[src/rtl/master_full_adder_if.sv]
// Operand/result bundle for the registered ripple-carry adder.
// The master side drives the operands and carry in; the slave side (the adder)
// returns the registered sum, carry out and signed overflow flag.
interface master_full_adder_if #(
    parameter int WIDTH = 8
);
    logic [WIDTH-1:0] A;
    logic [WIDTH-1:0] B;
    logic             CIN;
    logic [WIDTH-1:0] SUM;
    logic             COUT;
    logic             OVF;

    modport master (
        output A,
        output B,
        output CIN,
        input  SUM,
        input  COUT,
        input  OVF
    );

    modport slave (
        input  A,
        input  B,
        input  CIN,
        output SUM,
        output COUT,
        output OVF
    );
endinterface

[src/rtl/master_full_adder.sv]
// One-stage pipelined WIDTH-bit ripple-carry adder.
// A chain of 1-bit full-adder cells forms {carry, sum} = A + B + CIN
// combinationally; the sum, the carry out of the MSB and the two's-complement
// overflow flag are then registered, giving exactly one cycle of latency and
// no combinational path from the operands to the outputs.

// Single-bit full adder used as the link of the ripple chain.
module full_adder_cell (
    input  logic a,
    input  logic b,
    input  logic cin,
    output logic s,
    output logic cout
);
    logic half_sum;

    assign half_sum = a ^ b;
    assign s        = half_sum ^ cin;
    assign cout     = (a & b) | (cin & half_sum);
endmodule

module master_full_adder #(
    parameter int WIDTH = 8
) (
    input  logic                clk,
    input  logic                rst_n,
    master_full_adder_if.slave  bus
);
    // carry[i] enters bit i; carry[WIDTH] leaves the MSB.
    logic [WIDTH:0]   carry;
    logic [WIDTH-1:0] sum_comb;

    logic [WIDTH-1:0] sum_q;
    logic             cout_q;
    logic             ovf_q;

    assign carry[0] = bus.CIN;

    // Ripple chain: each cell consumes the carry of the bit below it.
    generate
        for (genvar i = 0; i < WIDTH; i++) begin : g_ripple
            full_adder_cell u_cell (
                .a    (bus.A[i]),
                .b    (bus.B[i]),
                .cin  (carry[i]),
                .s    (sum_comb[i]),
                .cout (carry[i+1])
            );
        end
    endgenerate

    // Result register: cleared asynchronously by reset, otherwise captures the
    // chain output every cycle. Signed overflow is the disagreement between the
    // carry into and the carry out of the sign bit.
    always_ff @(posedge clk or negedge rst_n) begin
        if (!rst_n) begin
            sum_q  <= '0;
            cout_q <= 1'b0;
            ovf_q  <= 1'b0;
        end else begin
            sum_q  <= sum_comb;
            cout_q <= carry[WIDTH];
            ovf_q  <= carry[WIDTH] ^ carry[WIDTH-1];
        end
    end

    assign bus.SUM  = sum_q;
    assign bus.COUT = cout_q;
    assign bus.OVF  = ovf_q;
endmodule

[src/flat_wrapper.sv]
// flat-port wrapper written by rule: the top's interface ports become plain ports
module master_full_adder_flat 
#(
    parameter int WIDTH = 8
)
  (clk, rst_n, bus_A, bus_B, bus_CIN, bus_SUM, bus_COUT, bus_OVF);
  master_full_adder_if #(.WIDTH(WIDTH)) bus_i ();
  input  logic clk;
  input  logic rst_n;
  input wire logic [$bits(bus_i.A)-1:0] bus_A;
  input wire logic [$bits(bus_i.B)-1:0] bus_B;
  input wire logic [$bits(bus_i.CIN)-1:0] bus_CIN;
  output wire logic [$bits(bus_i.SUM)-1:0] bus_SUM;
  output wire logic [$bits(bus_i.COUT)-1:0] bus_COUT;
  output wire logic [$bits(bus_i.OVF)-1:0] bus_OVF;
  assign bus_i.A = bus_A;
  assign bus_i.B = bus_B;
  assign bus_i.CIN = bus_CIN;
  assign bus_SUM = bus_i.SUM;
  assign bus_COUT = bus_i.COUT;
  assign bus_OVF = bus_i.OVF;
  master_full_adder #(.WIDTH(WIDTH)) u_core (.clk(clk), .rst_n(rst_n), .bus(bus_i));
endmodule
[config.mk]
export PLATFORM = sky130hd
export DESIGN_NAME = master_full_adder_flat
export DESIGN_NICKNAME = d
export VERILOG_FILES = /design/src/rtl/master_full_adder_if.sv /design/src/rtl/master_full_adder.sv /design/src/flat_wrapper.sv
export SDC_FILE = /design/constraint.sdc
export NUM_CORES = 1
export LEC_CHECK = 0
export CORE_AREA = 3 3 40 42
export CTS_CLUSTER_SIZE = 25
export DETAILED_ROUTE_END_ITERATION = 8
export DIE_AREA = 0 0 43 45
export PLACE_DENSITY = 0.78
export SYNTH_ARGS = -nofsm -noshare
export SYNTH_HDL_FRONTEND = slang
export SYNTH_SLANG_ARGS = --single-unit
export TNS_END_PERCENT = 1
[constraint.sdc]
create_clock -name clk -period 1.2 [get_ports clk]
set_input_delay 0.36 -clock clk [delete_from_list [all_inputs] [get_ports clk]]
set_output_delay 0.36 -clock clk [all_outputs]
set_load 0.005 [all_outputs]
==> run_results.csv, run 1 <==
group,metric,value,unit
outcome,status,"finished, violations left",
outcome,violations,"negative setup slack",
synthesis,syn_area,457,um2
global_route,grt_max_degree,11,
timing,period_needed,3.19,ns
power,p_leak,0.364,nW
layout,fin_nets,90,
timing,max_freq,314,MHz
global_route,grt_pass1_vias,345,
synthesis,syn_inst,29,
cts,root_buffer,"clkbuf_4",
routing,dr.first_iter.drc_count,1,
floorplan,chipHeight,45,um
power,seqPwrFrac,0.443,
timing,fin_setup_tns,-10.68,ns
timing,worst_slack,-1.99,ns
floorplan,io_pins,29,
critical_path,endpoint,"u_core.bus.SUM[7]",
routing,drt_pass1_iterations,2,
cts,tritoncts,"built",
global_route,grt_pass1_wl,1470,um
global_route,overflow,0,
routing,drt-total-wl,833,um
routing,drt-vias-per-instance,3.95,
power,power.share.clock,0.307,
cts,cts.path.max_buffers,2,
global_route,busiest_layer,"met2",
synthesis,yosys_warnings,0,
routing,wire_per_inst,10.8,um
layout,diodes,0,
global_route,antenna_found_initial,0,
timing,hold_viol_final,0,
power,switching_share,0.229,
critical_path,path_class,"in -> reg",
critical_path,endpoint_kind,"register",
synthesis,ys_seq_elements,10,
cts,clock_sinks,10,
power,p_int,0.000719,W
critical_path,start_kind,"primary input",
power,p_sw,0.000214,W
layout,final_layout_size_suffix_gt1_frac,0.468,
routing,drc_errors,0,
timing,final_max_slew_viol_count,0,
power,pwr_density_cell,1220,nW/um2
cts,htree_levels,1,
timing,timing.final.crit_share,2.66,
critical_path,cp.arrival,3.38,ns
floorplan,die_w,43,um
critical_path,crit_path_max_fanout,2,
timing,rsz0062_at_grt,"yes",
job,cap_viol_max_count,0,
synthesis,avgSynthCellArea,15.7,um2
layout,fin_cells,77,
synthesis,ys_types,4,
power,comb_power_share,0.251,
layout,area_growth,67.1,%
layout,final_cell_mix,"clkdlybuf4s50_1, clkbuf_2, dfrtp_1",
layout,post-route-util,0.594,
global_route,met2_usage,0.174,
synthesis,syn_nets,56,
timing,worstMarginPinSlew,0.416,ns
placed_design,placed_cells,73,
critical_path,cp.required,1.40,ns
routing,via_count,304,
layout,final_common_cell,"clkdlybuf4s50_1",
global_route,grt_use_met3,0.0478,
cts,clk_pin_slew,0.06,ns
timing,timing.hold.ws,0.379,ns
min_path,hold_class,"in -> reg",
placed_design,gp_congestion,0.627,
floorplan,die-area,1940,um2
critical_path,critPathLaunch,"bus_CIN",
synthesis,synth.top_cell.area_share,0.548,
power,irDropWorstVdd,0.000503,V
global_route,grtUsageTotal,0.111,
timing,slew_headroom,0.722,
synthesis,yosysTopAreaCell,"dfrtp_1",
floorplan,rows,13,
routing,antenna_left,0,
timing,setup_violations,8,
placed_design,hpwlAfterDp,690,um
synthesis,yosysSeqAreaShare,0.548,
placed_design,dp_slack,-2.64,ns
placed_design,port_buffers,28,
cts,cts_made_buffers,3,
floorplan,initial_core_util,0.355,
synthesis,yosys-top-cells-area,"dfrtp_1, fa_1, inv_1",
floorplan,coreArea,1280,um2
global_route,met1_usage,0.118,
## worst max-delay path, cell delays in order
cell   delay, ns
buf_6       0.09
fa_2        0.38
fa_2        0.36
fa_2        0.35
fa_2        0.35
fa_2        0.35
inv_2       0.06
fa_2        0.18
inv_2       0.04
fa_2        0.34
inv_2       0.06
fa_1        0.40
inv_1       0.06
## cell type report
cell class                 count  area, um2
timing repair buffer          29        234
inverter                      10       37.5
sequential                    10        250
clock buffer                   4       36.3
tap                           15       18.8
multi-input combinational      9        186
fill                         127        522
## state kept, by name, summed over array words and instances (netlist names)
name / cells
u_core.bus.OVF: 1
u_core.bus.SUM: 8
u_core.bus.COUT: 1
## power groups by stage
stage	combinational [W]	clock [W]	sequential [W]
after floorplan	0.0000633	0	0.000430
after global placement	0.000283	0	0.000418
after detailed placement	0.000291	0	0.000420
after CTS	0.000269	0.000296	0.000414
after global routing	0.000264	0.000318	0.000423
final	0.000234	0.000286	0.000413
## per-stage QoR
step	cell area [um2]	power [W]
floorplan	469	0.000493
global route	763	0.00101
finish	763	0.000934
detailed placement	776	0.000712
global placement	776	0.000702
CTS	807	0.000979
## synthesized netlist by cell type (all sizes together)
library cell and number:
fa 8, dfrtp 10, inv 10, xnor2 1
## how the worst min path moves through the flow
stage                   from                end  depth (start not counted)
CTS                 bus_A[0]  u_core.bus.SUM[0]                          2
global placement       rst_n  u_core.bus.SUM[0]                          1
finish              bus_A[0]  u_core.bus.SUM[0]                          2
floorplan              rst_n    u_core.bus.COUT                          0
global route        bus_A[0]  u_core.bus.SUM[0]                          2
detailed placement     rst_n  u_core.bus.SUM[5]                          1
## what timing repair did
action                     in CTS  in global routing
gates resized for setup        40                 11
setup endpoints to repair      19                 18
setup buffers                   0                  0
hold buffers                    0                  0
pin swaps                       8                  8
## kinds of logic (layout without fill, tap and decap cells)
family / count (synthesis) / after routing / share of synthesized area
DFF: 10 / 10 / 0.548
xor gates and xnor gates: 1 / 1 / 0.0192
adders and majority gates: 8 / 8 / 0.351
buffers and inverters: 10 / 43 / 0.0822
## routing by layer
metal | vias to the layer above | share of wire
met5 | - | 0
met4 | 0 | 0.029
met3 | 2 | 0.11
met2 | 19 | 0.52
met1 | 141 | 0.34
li1 | 142 | -
Power figures use the tool's default switching activity.
==> run 2, diff against run 1 <==
Settings changed: DONT_BUFFER_PORTS set to 1, PLACE_DENSITY 0.78 to 0.5.
==> run 2 against run 1 <==
The run still ends with negative setup slack left. Sequential power up 5%. Worst hold slack worse by 0.075 ns. Cell count down 35%. Clock-buffer cell count unchanged. Power down 12%. Sequential share of layout area up 13 points. Combinational power down 57%. Global-route usage down 2.8 points. Largest power group unchanged.
==> run_results.csv, run 2 (synthesized netlist as in run 1, its figures left out) <==
group,metric,value,unit
routing,drt-total-wl,678,um
critical_path,path_cells,"fa_2, fa_2, fa_2, fa_2, fa_2, inv_2, fa_2, inv_2, fa_2, inv_2, fa_1, inv_1",
critical_path,critical-path-top-delay-family,"adder cells",
routing,drt_pass1_iterations,1,
global_route,grt_pass1_wl,1090,um
placed_design,gp_congestion,0.553,
critical_path,cp_common_cell,"fa_2",
cts,htree_levels,1,
layout,post-route-util,0.426,
floorplan,coreArea,1280,um2
layout,final_common_cell,"dfrtp_1",
floorplan,initial_core_util,0.355,
outcome,status,"finished, violations left",
timing,worst_slack,-1.88,ns
timing,max_freq,325,MHz
critical_path,path_class,"in -> reg",
layout,multi_input_area,186,um2
outcome,violations,"negative setup slack",
floorplan,io_pins,29,
timing,setup_violations,8,
global_route,grtUsageTotal,0.0833,
routing,drc_errors,0,
critical_path,cp.required,1.39,ns
global_route,grt_pass1_vias,239,
timing,hold_viol_final,0,
placed_design,placed_cells,45,
timing,slew_headroom,0.705,
job,cap_viol_max_count,0,
power,pwr_density_cell,1500,nW/um2
placed_design,hpwlAfterDp,595,um
layout,area_growth,19.7,%
cts,cts_made_buffers,3,
routing,drt-vias-per-instance,4.10,
global_route,antenna_found_initial,0,
timing,rsz0062_at_grt,"yes",
layout,fillers,122,
layout,final_cell_mix,"dfrtp_1, fa_2, inv_1",
layout,regArea,250,um2
critical_path,cp_slowest_cell,"fa_1",
cts,root_buffer,"clkbuf_4",
critical_path,cp.arrival,3.27,ns
global_route,grt_max_degree,11,
power,irDropWorstVdd,0.000522,V
timing,period_needed,3.08,ns
routing,via_count,205,
cts,tritoncts,"built",
floorplan,die_w,43,um
cts,cts.path.max_buffers,2,
floorplan,rows,13,
min_path,hold_class,"in -> reg",
critical_path,start_kind,"primary input",
cts,clk_pin_slew,0.06,ns
layout,diodes,0,
layout,largest_register_ffs,8,
cts,clock_sinks,10,
critical_path,critPathBufInv,4,
timing,worstMarginPinSlew,0.441,ns
layout,fin_nets,63,
layout,final_layout_size_suffix_gt1_frac,0.457,
power,p_leak,0.250,nW
placed_design,port_buffers,0,
layout,fin_cells,50,
floorplan,die-area,1940,um2
global_route,overflow,0,
routing,wire_per_inst,13.6,um
timing,final_max_slew_viol_count,0,
timing,timing.final.crit_share,2.56,
floorplan,chipHeight,45,um
critical_path,crit_path_max_fanout,2,
critical_path,endpoint_kind,"register",
routing,antenna_left,0,
routing,dr.first_iter.drc_count,0,
critical_path,critical-path-max-stage-delay,0.40,ns
## run 2: cell types whose count changed in the layout (fill, tap and decap cells not counted)
cell / delta
clkbuf_2: -10
buf_6: -2
dlygate4sd3_1: +1
buf_2: -1
clkdlybuf4s50_1: -14
dlygate4sd2_1: -1
## run 2: per-stage QoR
step	total power (W)	TNS (ns)	setup WS, ns	hold WS (ns)	instance area [um2]
CTS	0.000838	-9.76	-1.88	0.297	544
global route	0.000880	-10.01	-1.95	0.288	547
detailed placement	0.000531	-12.30	-2.20	0.0647	495
finish	0.000821	-9.62	-1.88	0.304	547
floorplan	0.000493	-11.77	-2.10	0.0644	469
global placement	0.000518	-12.15	-2.16	0.0647	495
## run 2: final timing paths
check,from,to,slack [ns],cells after the start
worst min-delay path,bus_A[6],u_core.bus.SUM[6],0.30,1
min in group asynchronous,rst_n,u_core.bus.COUT,0.48,1
worst max-delay path,bus_CIN,u_core.bus.SUM[7],-1.88,12
max in group asynchronous,rst_n,u_core.bus.OVF,0.41,1
## run 2: layer usage
layer  routed length, um  global-route usage  vias to the layer above
met2                 374               0.123                       15
met3                  74              0.0359                        0
li1                    -                   -                       90
met5                   0                   0                        -
met1                 230              0.0921                      100
met4                   0              0.0723                        0
## run 2: where the power goes
part | leakage, nW | switching (W) | internal, W | total (W)
registers | 0.117 | 0.0000327 | 0.000399 | 0.000432
logic | 0.113 | 0.0000504 | 0.0000501 | 0.000101
clock network | 0.0210 | 0.000105 | 0.000184 | 0.000289
## run 2: what timing repair did
action / 4_1_cts / 5_1_grt
hold buffers: 1 / 0
setup endpoints to repair: 8 / 8
resized for setup: 3 / 3
pin swaps: 2 / 1
setup buffers: 0 / 0
endpoints found under the hold margin: 10 / 0
## run 2: area by class of cell
type,count,area share
inverters,10,0.0686
multi-input cells,9,0.341
flip-flops and latches,10,0.458
clock buffers,4,0.0664
well taps,15,0.0343
repair buffers,2,0.0320
==> run 3, diff against run 2 <==
Settings changed: CTS_CLUSTER_DIAMETER set to 40.
==> results of run 3 <==
The final DEF is identical to that of run 2; final timing and power are the same.
==> patch: new RTL, flow settings as in run 2 <==
`WIDTH` is set to 8 in 3 places; all go to 10.
--- a/src/rtl/master_full_adder_if.sv
+++ b/src/rtl/master_full_adder_if.sv
@@ -4,3 +4,3 @@
 interface master_full_adder_if #(
-    parameter int WIDTH = 8
+    parameter int WIDTH = 10
 );
--- a/src/rtl/master_full_adder.sv
+++ b/src/rtl/master_full_adder.sv
@@ -22,3 +22,3 @@
 module master_full_adder #(
-    parameter int WIDTH = 8
+    parameter int WIDTH = 10
 ) (
--- a/src/flat_wrapper.sv
+++ b/src/flat_wrapper.sv
@@ -3,3 +3,3 @@
 #(
-    parameter int WIDTH = 8
+    parameter int WIDTH = 10
 )
Interface: changed (resized bus_A, bus_B and bus_SUM); port bits go from 29 to 35. No check against the original RTL was run, so the function may have changed too.
==> patch against run 2 <==
The run still ends with negative setup slack left; fmax down 17%; critical path type unchanged; total power increased by 16%; wire length is 26% higher; area after synthesis increased by 20%; count of clock-buffer cells in the layout unchanged; core utilization up 7.2 points; largest power group unchanged; via count grew 24%; highest routed layer is now met4; synthesized cell count is 14% higher; sequential cell count rose by 2; worst setup slack got worse by 640 ps; final area increased by 17%.
==> patch: results (changes against run 2) <==
sequential share of the synthesized area 0.549 (+0.00125); multi-input gates 11 (+2); layout net count 73 (+16%); Total Neg Setup Slack -15740 ps (-6110 ps); WL met2 492 µm (+32%); clock slew at reported path FFs 80 ps (+20 ps); post-route insts no fill 54 (+8.0%); largest net degree at the start of global routing 13 (+2); via/cell ratio 4.70 (+15%); first-pass GRT wire length 1.41 mm (+30%); placed insts 49 (+8.9%); violated checks negative setup slack; global-route usage over all layers 0.110 (+0.0267); setup ws final -2510 ps (-636 ps); DR top layer met4; status complete, but fails checks; critical path arrival 3930 ps (+660 ps); Final setup viols 10 (+2); layout cell share with drive strength beyond 1 0.385 (-0.0725); GR Layer Usage met1 0.106 (+0.0137); GPL Wtd Cong 0.581 (+5.0%); Synth Register Bits 12 (+2); NonClk Buf Share 0.0274 (-0.00464); M3 GR Usage 0.0518 (+0.0159); Metal-1 WL 246 µm (+7.0%); max reg flops 10 (+2); vias in the first global route 312 (+31%); Least-Margin Pin Slew 509 ps (+68.2 ps); Synth top cells by count dfrtp_1 (12), fa_1 (10), inv_1 (10); synth top area cells dfrtp_1 (55%), fa_1 (37%), inv_1 (6.9%), xnor2_1 (1.6%); Setup WS pre-CTS -2900 ps (-701 ps); Routed WL per cell 15.8 µm (+16%); synthesized area per cell 16.6 µm² (+5.2%); syn nets 66 (+18%); VDD IR max 0.000683 V (+31%); fraction of area in multi-input gates 0.358 (+0.0172); Filler Cell Count 108 (-11%); dpl cell area 591 µm² (+19%); post-CTS setup buffer count 0 (unchanged); Seq/total area 0.470 (+0.0120); register area 300 µm² (+20%); clock network share of area 0.0568 (-0.00961); GR Util met2 0.189 (+0.0659)
[patch: cell count changes in the layout (fill, tap and decap cells not counted), sizes merged]
cell and change:
dfrtp +2, fa +2
[patch: critical path: cells and delay by family]
family / cells / cell delay [ps]
adder cells (fa/ha/maj): 10 / 3350
buffers and inverters: 4 / 230
[patch: cell families after synthesis]
logic type,Yosys count,share of synthesized area
flops,12,0.549
buf+inv,10,0.0687
fa+ha+maj,10,0.366
xor+xnor,1,0.0160
[patch: final timing paths]
kind	startpoint	end	slack, ps	cells past startpoint
hold / removal	bus_A[6]	u_core.bus.SUM[6]$_DFF_PN0_	280	1
max in group asynchronous	rst_n	u_core.bus.SUM[3]$_DFF_PN0_	370	1
min in group asynchronous	rst_n	u_core.bus.SUM[1]$_DFF_PN0_	490	1
setup / recovery	bus_CIN	u_core.bus.SUM[9]$_DFF_PN0_	-2510	14
[patch: power by group]
group	internal [W]	total (W)	switching (W)
Clock	0.000184	0.000318	0.000133
Combinational	0.0000567	0.000112	0.0000552
Sequential	0.000480	0.000519	0.0000397
